===== src/rtl/sobel_mag.sv =====
// Sobel gradient magnitude |Gx|+|Gy| over a 3x3 window, two-stage valid/ready pipeline.
// Optional binary edge map output when SOBEL_MAG_THRESHOLD_EN is defined (adds threshold_p).
module sobel_mag #(
  parameter int unsigned linewidth_px_p = 480,
  parameter int unsigned frame_height_p = 272,
  parameter int unsigned width_p        = 8
`ifdef SOBEL_MAG_THRESHOLD_EN
  , parameter int unsigned threshold_p  = 128
`endif
) (
  input  logic                             clk_i,
  input  logic                             reset_i,
  input  logic                             valid_i,
  output logic                             ready_o,
  input  logic [2:0][2:0][width_p-1:0]     kernel_i,
  output logic                             valid_o,
  input  logic                             ready_i,
  output logic [width_p-1:0]               data_o
);

  localparam int unsigned col_w_lp = (linewidth_px_p > 1) ? $clog2(linewidth_px_p) : 1;
  localparam int unsigned row_w_lp = (frame_height_p > 1) ? $clog2(frame_height_p) : 1;
  localparam int unsigned pw_lp    = width_p + 2;
  localparam int unsigned gw_lp    = width_p + 3;
  localparam int unsigned sw_lp    = width_p + 4;

  logic                       v1_q, v1_d;
  logic                       v2_q, v2_d;
  logic                       adv2;
  logic                       in_xfer;
  logic                       ld2;
  logic [col_w_lp-1:0]        col_q, col_d;
  logic [row_w_lp-1:0]        row_q, row_d;
  logic signed [gw_lp-1:0]    gx_q, gx_d;
  logic signed [gw_lp-1:0]    gy_q, gy_d;
  logic                       border_q, border_d;
  logic [width_p-1:0]         data_q, data_d;

  logic [pw_lp-1:0]           gx_pos, gx_neg, gy_pos, gy_neg;
  logic                       col_last, row_last, border_new;
  logic [gw_lp-1:0]           gx_abs, gy_abs;
  logic [sw_lp-1:0]           sum;
  logic [width_p-1:0]         mag, pix;

  // Weighted 1-2-1 sum of three pixels; 4*(2^width_p-1) fits in width_p+2 bits.
  function automatic logic [pw_lp-1:0] wsum(input logic [width_p-1:0] a,
                                             input logic [width_p-1:0] b,
                                             input logic [width_p-1:0] c);
    return pw_lp'(a) + (pw_lp'(b) << 1) + pw_lp'(c);
  endfunction

  always_comb begin
    adv2    = ~v2_q | ready_i;
    ready_o = ~v1_q | adv2;
    in_xfer = valid_i & ready_o;
    ld2     = v1_q & adv2;
  end

  // Stage 1: gradients and border flag from the current frame position.
  always_comb begin
    gx_pos = wsum(kernel_i[0][2], kernel_i[1][2], kernel_i[2][2]);
    gx_neg = wsum(kernel_i[0][0], kernel_i[1][0], kernel_i[2][0]);
    gy_pos = wsum(kernel_i[2][0], kernel_i[2][1], kernel_i[2][2]);
    gy_neg = wsum(kernel_i[0][0], kernel_i[0][1], kernel_i[0][2]);

    col_last   = (col_q == col_w_lp'(linewidth_px_p - 1));
    row_last   = (row_q == row_w_lp'(frame_height_p - 1));
    border_new = (32'(row_q) < 32'd2) | (32'(col_q) < 32'd2);

    v1_d     = ready_o ? valid_i : v1_q;
    gx_d     = gx_q;
    gy_d     = gy_q;
    border_d = border_q;
    col_d    = col_q;
    row_d    = row_q;

    if (in_xfer) begin
      gx_d     = $signed({1'b0, gx_pos}) - $signed({1'b0, gx_neg});
      gy_d     = $signed({1'b0, gy_pos}) - $signed({1'b0, gy_neg});
      border_d = border_new;
      if (col_last) begin
        col_d = '0;
        row_d = row_last ? '0 : row_q + 1'b1;
      end else begin
        col_d = col_q + 1'b1;
      end
    end
  end

  // Stage 2: absolute sum, saturation, border suppression.
  always_comb begin
    gx_abs = gx_q[gw_lp-1] ? $unsigned(-gx_q) : $unsigned(gx_q);
    gy_abs = gy_q[gw_lp-1] ? $unsigned(-gy_q) : $unsigned(gy_q);
    sum    = sw_lp'(gx_abs) + sw_lp'(gy_abs);
    mag    = (|sum[sw_lp-1:width_p]) ? '1 : sum[width_p-1:0];
`ifdef SOBEL_MAG_THRESHOLD_EN
    pix    = (32'(mag) >= threshold_p) ? '1 : '0;
`else
    pix    = mag;
`endif
    v2_d   = adv2 ? v1_q : v2_q;
    data_d = data_q;
    if (ld2) begin
      data_d = border_q ? '0 : pix;
    end
  end

  always_ff @(posedge clk_i) begin
    if (reset_i) begin
      v1_q     <= 1'b0;
      v2_q     <= 1'b0;
      col_q    <= '0;
      row_q    <= '0;
      gx_q     <= '0;
      gy_q     <= '0;
      border_q <= 1'b0;
      data_q   <= '0;
    end else begin
      v1_q     <= v1_d;
      v2_q     <= v2_d;
      col_q    <= col_d;
      row_q    <= row_d;
      gx_q     <= gx_d;
      gy_q     <= gy_d;
      border_q <= border_d;
      data_q   <= data_d;
    end
  end

  always_comb begin
    valid_o = v2_q;
    data_o  = data_q;
  end

endmodule


===== config.mk =====
export PLATFORM = sky130hd
export DESIGN_NAME = sobel_mag
export DESIGN_NICKNAME = d
export VERILOG_FILES = /design/src/rtl/sobel_mag.sv
export SDC_FILE = /design/constraint.sdc
export NUM_CORES = 1
export LEC_CHECK = 0
export ABC_AREA = 1
export CAP_MARGIN = 30
export CORE_ASPECT_RATIO = 2
export CORE_MARGIN = 4
export CORE_UTILIZATION = 53
export DETAILED_ROUTE_END_ITERATION = 12
export DONT_BUFFER_PORTS = 1
export PLACE_DENSITY = 0.79
export SLEW_MARGIN = 20
export SYNTH_ARGS = -nofsm -noshare
export SYNTH_HDL_FRONTEND = slang
export SYNTH_SLANG_ARGS = --single-unit

===== constraint.sdc =====
create_clock -name clk_i -period 6.48 [get_ports clk_i]
set_clock_uncertainty 0.05 [all_clocks]
set_input_delay 0 -clock clk_i [delete_from_list [all_inputs] [get_ports clk_i]]
set_output_delay 0 -clock clk_i [all_outputs]
set_load 0.01 [all_outputs]

==> results.sh <==
export IMPL_fin_ws_ns=3.53
export IMPL_grt_ovfl_total=0
export IMPL_startpoint_type="flop"
export IMPL_routed_wl_um=10900
export IMPL_grt_setup_unrepaired="no"
export IMPL_grt_pass1_wl_um=19300
export IMPL_postRouteAntennaNets=0
export IMPL_dp_cells=880
export IMPL_synth_cells=754
export IMPL_antenna_cells=0
export IMPL_clock_sinks=51
export IMPL_cts_resized=0
export IMPL_synth_common_cells="inv_1, nand2_1, fa_1, a21oi_1, dfxtp_1"
export IMPL_grt_pass1_vias=4672
export IMPL_postSynthAreaPerCell_um2=7.39
export IMPL_synth_edff_count=0
export IMPL_worstPathRequired_ns=6.58
export IMPL_total_power_mw=2.18
export IMPL_pre_cts_ws_ns=3.28
export IMPL_port_buffer_count=0
export IMPL_yosys_cell_types_count=38
export IMPL_drtIter0Drc=132
export IMPL_synth_top_area_share_pct=22.6
export IMPL_postSynth_asyncResetShare_pct=0
export IMPL_worstPathCellList="inv_1 -> ha_1 -> inv_1 -> nor3_1 -> nand2_1 -> nor2_1 -> nand3_1 -> nand2_1 -> xor2_1 -> ha_1 -> nand2_1 -> inv_1 -> a21oi_1 -> nand3_1 -> nand2_1 -> nand2_1 -> nor2_4 -> nand3_1 -> nand2_1 -> a21oi_1"
export IMPL_tightest_slew_ns=0.574
export IMPL_worstReg2RegEnd="data_o[2]"
export IMPL_cts_tree="built"
export IMPL_clk_pin_slew_ns=0.07
export IMPL_yosys_warnings=0
export IMPL_core_um2=10200
export IMPL_cts_buffer_depth=2
export IMPL_fin_cells=892
export IMPL_max_stage_delay_ns=0.31
export IMPL_io_pins=86
export IMPL_min_delay_start="reset_i"
export IMPL_h_tree_depth=2
export IMPL_cts_made_buffers=5
export IMPL_worstSetupPathType="flop to flop"
export IMPL_cellLeakagePower_nw=3.13
export IMPL_finalHoldViolCount=0
export IMPL_maxSlewViolCount=0
export IMPL_relSlewSlack_pct=61.6
export IMPL_drt_pass1_iter_count=4
export IMPL_p_per_area_nw_per_um2=370
export IMPL_netlist_area_um2=5570
export IMPL_antenna_found_initial=0
export IMPL_synthTopCellsByArea="fa_1, dfxtp_1, inv_1"
export IMPL_min_path_cells=3
export IMPL_min_path_type="input pin to flop"
export IMPL_worst_path_buf_inv=3
export IMPL_synth_ff_type="dfxtp_1"
export IMPL_place_area_um2=5710
export IMPL_max_freq_mhz=339
export IMPL_endpoint_kind="flop"
export IMPL_seq_area_frac_synth_pct=18.3
export IMPL_hpwlAfterDp_um=9320
export IMPL_ys_seq_elements=51
export IMPL_post_drt_wl_per_cell_um=12.2
export IMPL_final_util_pct=57.7
export IMPL_die_area_um2=12300
export IMPL_setup_viol=0
export IMPL_dr_total_vias=4452
export IMPL_clk_latency_ns=0.30
export IMPL_root_buffer="clkbuf_16"
export IMPL_holdWs_ns=0.0661
export IMPL_holdPathEnd="col_q[4]"
export IMPL_cap_violations=0
export IMPL_critPathArrivalTime_ns=3.05
export IMPL_rows=52
export IMPL_design_area_um2=5900
export IMPL_fin_nets=934
export IMPL_viasPerCell=4.99
export IMPL_slowest_stage="dfxtp_1"
export IMPL_gp_congestion=0.882
export IMPL_ir_drop_mv=0.196
export IMPL_fin_crit_ns=2.95
export IMPL_outcome="finished, final reports clean"
export IMPL_start_util_pct=54.5
export IMPL_rr_startpoint="gx_q[1]"
export IMPL_grt_max_degree=37
export IMPL_period_share_pct=45.5
export IMPL_reg2reg_depth=20
export IMPL_syn_to_final_growth_pct=5.89
export IMPL_fillCellCount=968
export IMPL_die_y_um=153
export IMPL_gr_usage_all_layers_pct=19.5
export IMPL_r2r_slack_ns=3.53
export IMPL_path_max_fanout=8
export IMPL_cpMostUsedCell="nand2_1"
export IMPL_critPathTopFamily="simple AND/OR/NAND/NOR gates"
export IMPL_yosysMostFrequentCell="inv_1"
export IMPL_yosys_area_top_type="fa_1"
export IMPL_drc_errors=0
export IMPL_drive_gt1_share_pct=3.43
export IMPL_finalSetupTns_ns=0
export IMPL_fp_dieW_um=80.5
export IMPL_synth_nets=932
## layout make-up
| class | instances | area [um^2] | area share (%) |
|---|---|---|---|
| clock buffers | 7 | 143 | 2.42 |
| clock inverters | 1 | 8.76 | 0.148 |
| inverters | 223 | 838 | 14.2 |
| multi-input cells | 471 | 3680 | 62.3 |
| flip-flops and latches | 51 | 1020 | 17.3 |
| well taps | 135 | 169 | 2.86 |
| repair buffers | 4 | 41.3 | 0.700 |
## power by group
group / leakage [nW] / switching [mW] / internal, mW
Clock: 0.0741 / 0.117 / 0.155
Combinational: 2.64 / 0.884 / 0.600
Sequential: 0.419 / 0.0531 / 0.374
Total: 3.13 / 1.05 / 1.13
## state kept, by name, summed over array words and instances (netlist names)
signal	cells
gx_q	11
gy_q	11
col_q	9
row_q	9
data_o	8
border_q	1
v1_q	1
valid_o	1
## routing by layer
metal / global-route usage [%] / vias to the layer above / share of wire (%)
li1: - / 2287 / -
met1: 19.0 / 2066 / 35
met2: 39.6 / 83 / 60
met3: 2.24 / 16 / 2.6
met4: 6.85 / 0 / 2.4
met5: 0 / - / 0
## logic make-up after synthesis
family | share of synthesized area [%]
buffers and inverters | 15.7
AND/OR/NAND/NOR | 19.1
AO/OA/AOI/OAI | 10.0
adder cells (fa/ha/maj) | 31.4
flip-flops | 18.3
XOR/XNOR | 5.50
## tightest hold or removal path, cell delays in order
cell	delay, ns
inv_1	0.19
nand2_1	0.15
a21oi_1	0.04
## placed cells by master (no fill, tap or decap), types with 2 or more instances in the layout
cell type / instances
nand4_1: 8
inv_2: 2
a21o_1: 4
nor3_1: 14
inv_1: 220
dlygate4sd3_1: 3
dfxtp_1: 51
a211oi_1: 4
xor2_1: 24
fa_1: 63
nor4_1: 5
a221oi_1: 3
nand2_1: 114
a31oi_1: 3
ha_1: 39
nand3_1: 31
nor2_2: 3
nand2_2: 2
xnor2_1: 11
a21oi_1: 55
nor2_1: 42
nor2_4: 3
nand3_2: 2
clkbuf_16: 5
o21ai_0: 29
## repair_timing
action | CTS | global route
buffers inserted | 0 | 0
hold buffers | 3 | 0
endpoints found under the hold margin | 34 | 0
## worst max path at each step
| stage | end | slack, ns | cells after the start | startpoint |
|---|---|---|---|---|
| 2_1_floorplan | gy_q[8] | 3.47 | 16 | kernel_i[5] |
| 3_3_place_gp | gy_q[8] | 3.30 | 15 | kernel_i[3] |
| 3_5_place_dp | gy_q[8] | 3.28 | 16 | kernel_i[5] |
| 4_1_cts | data_o[2] | 3.49 | 20 | gx_q[1] |
| 5_1_grt | data_o[2] | 3.21 | 20 | gx_q[1] |
| 6_report | data_o[2] | 3.53 | 20 | gx_q[1] |
Power figures use the tool's default switching activity.
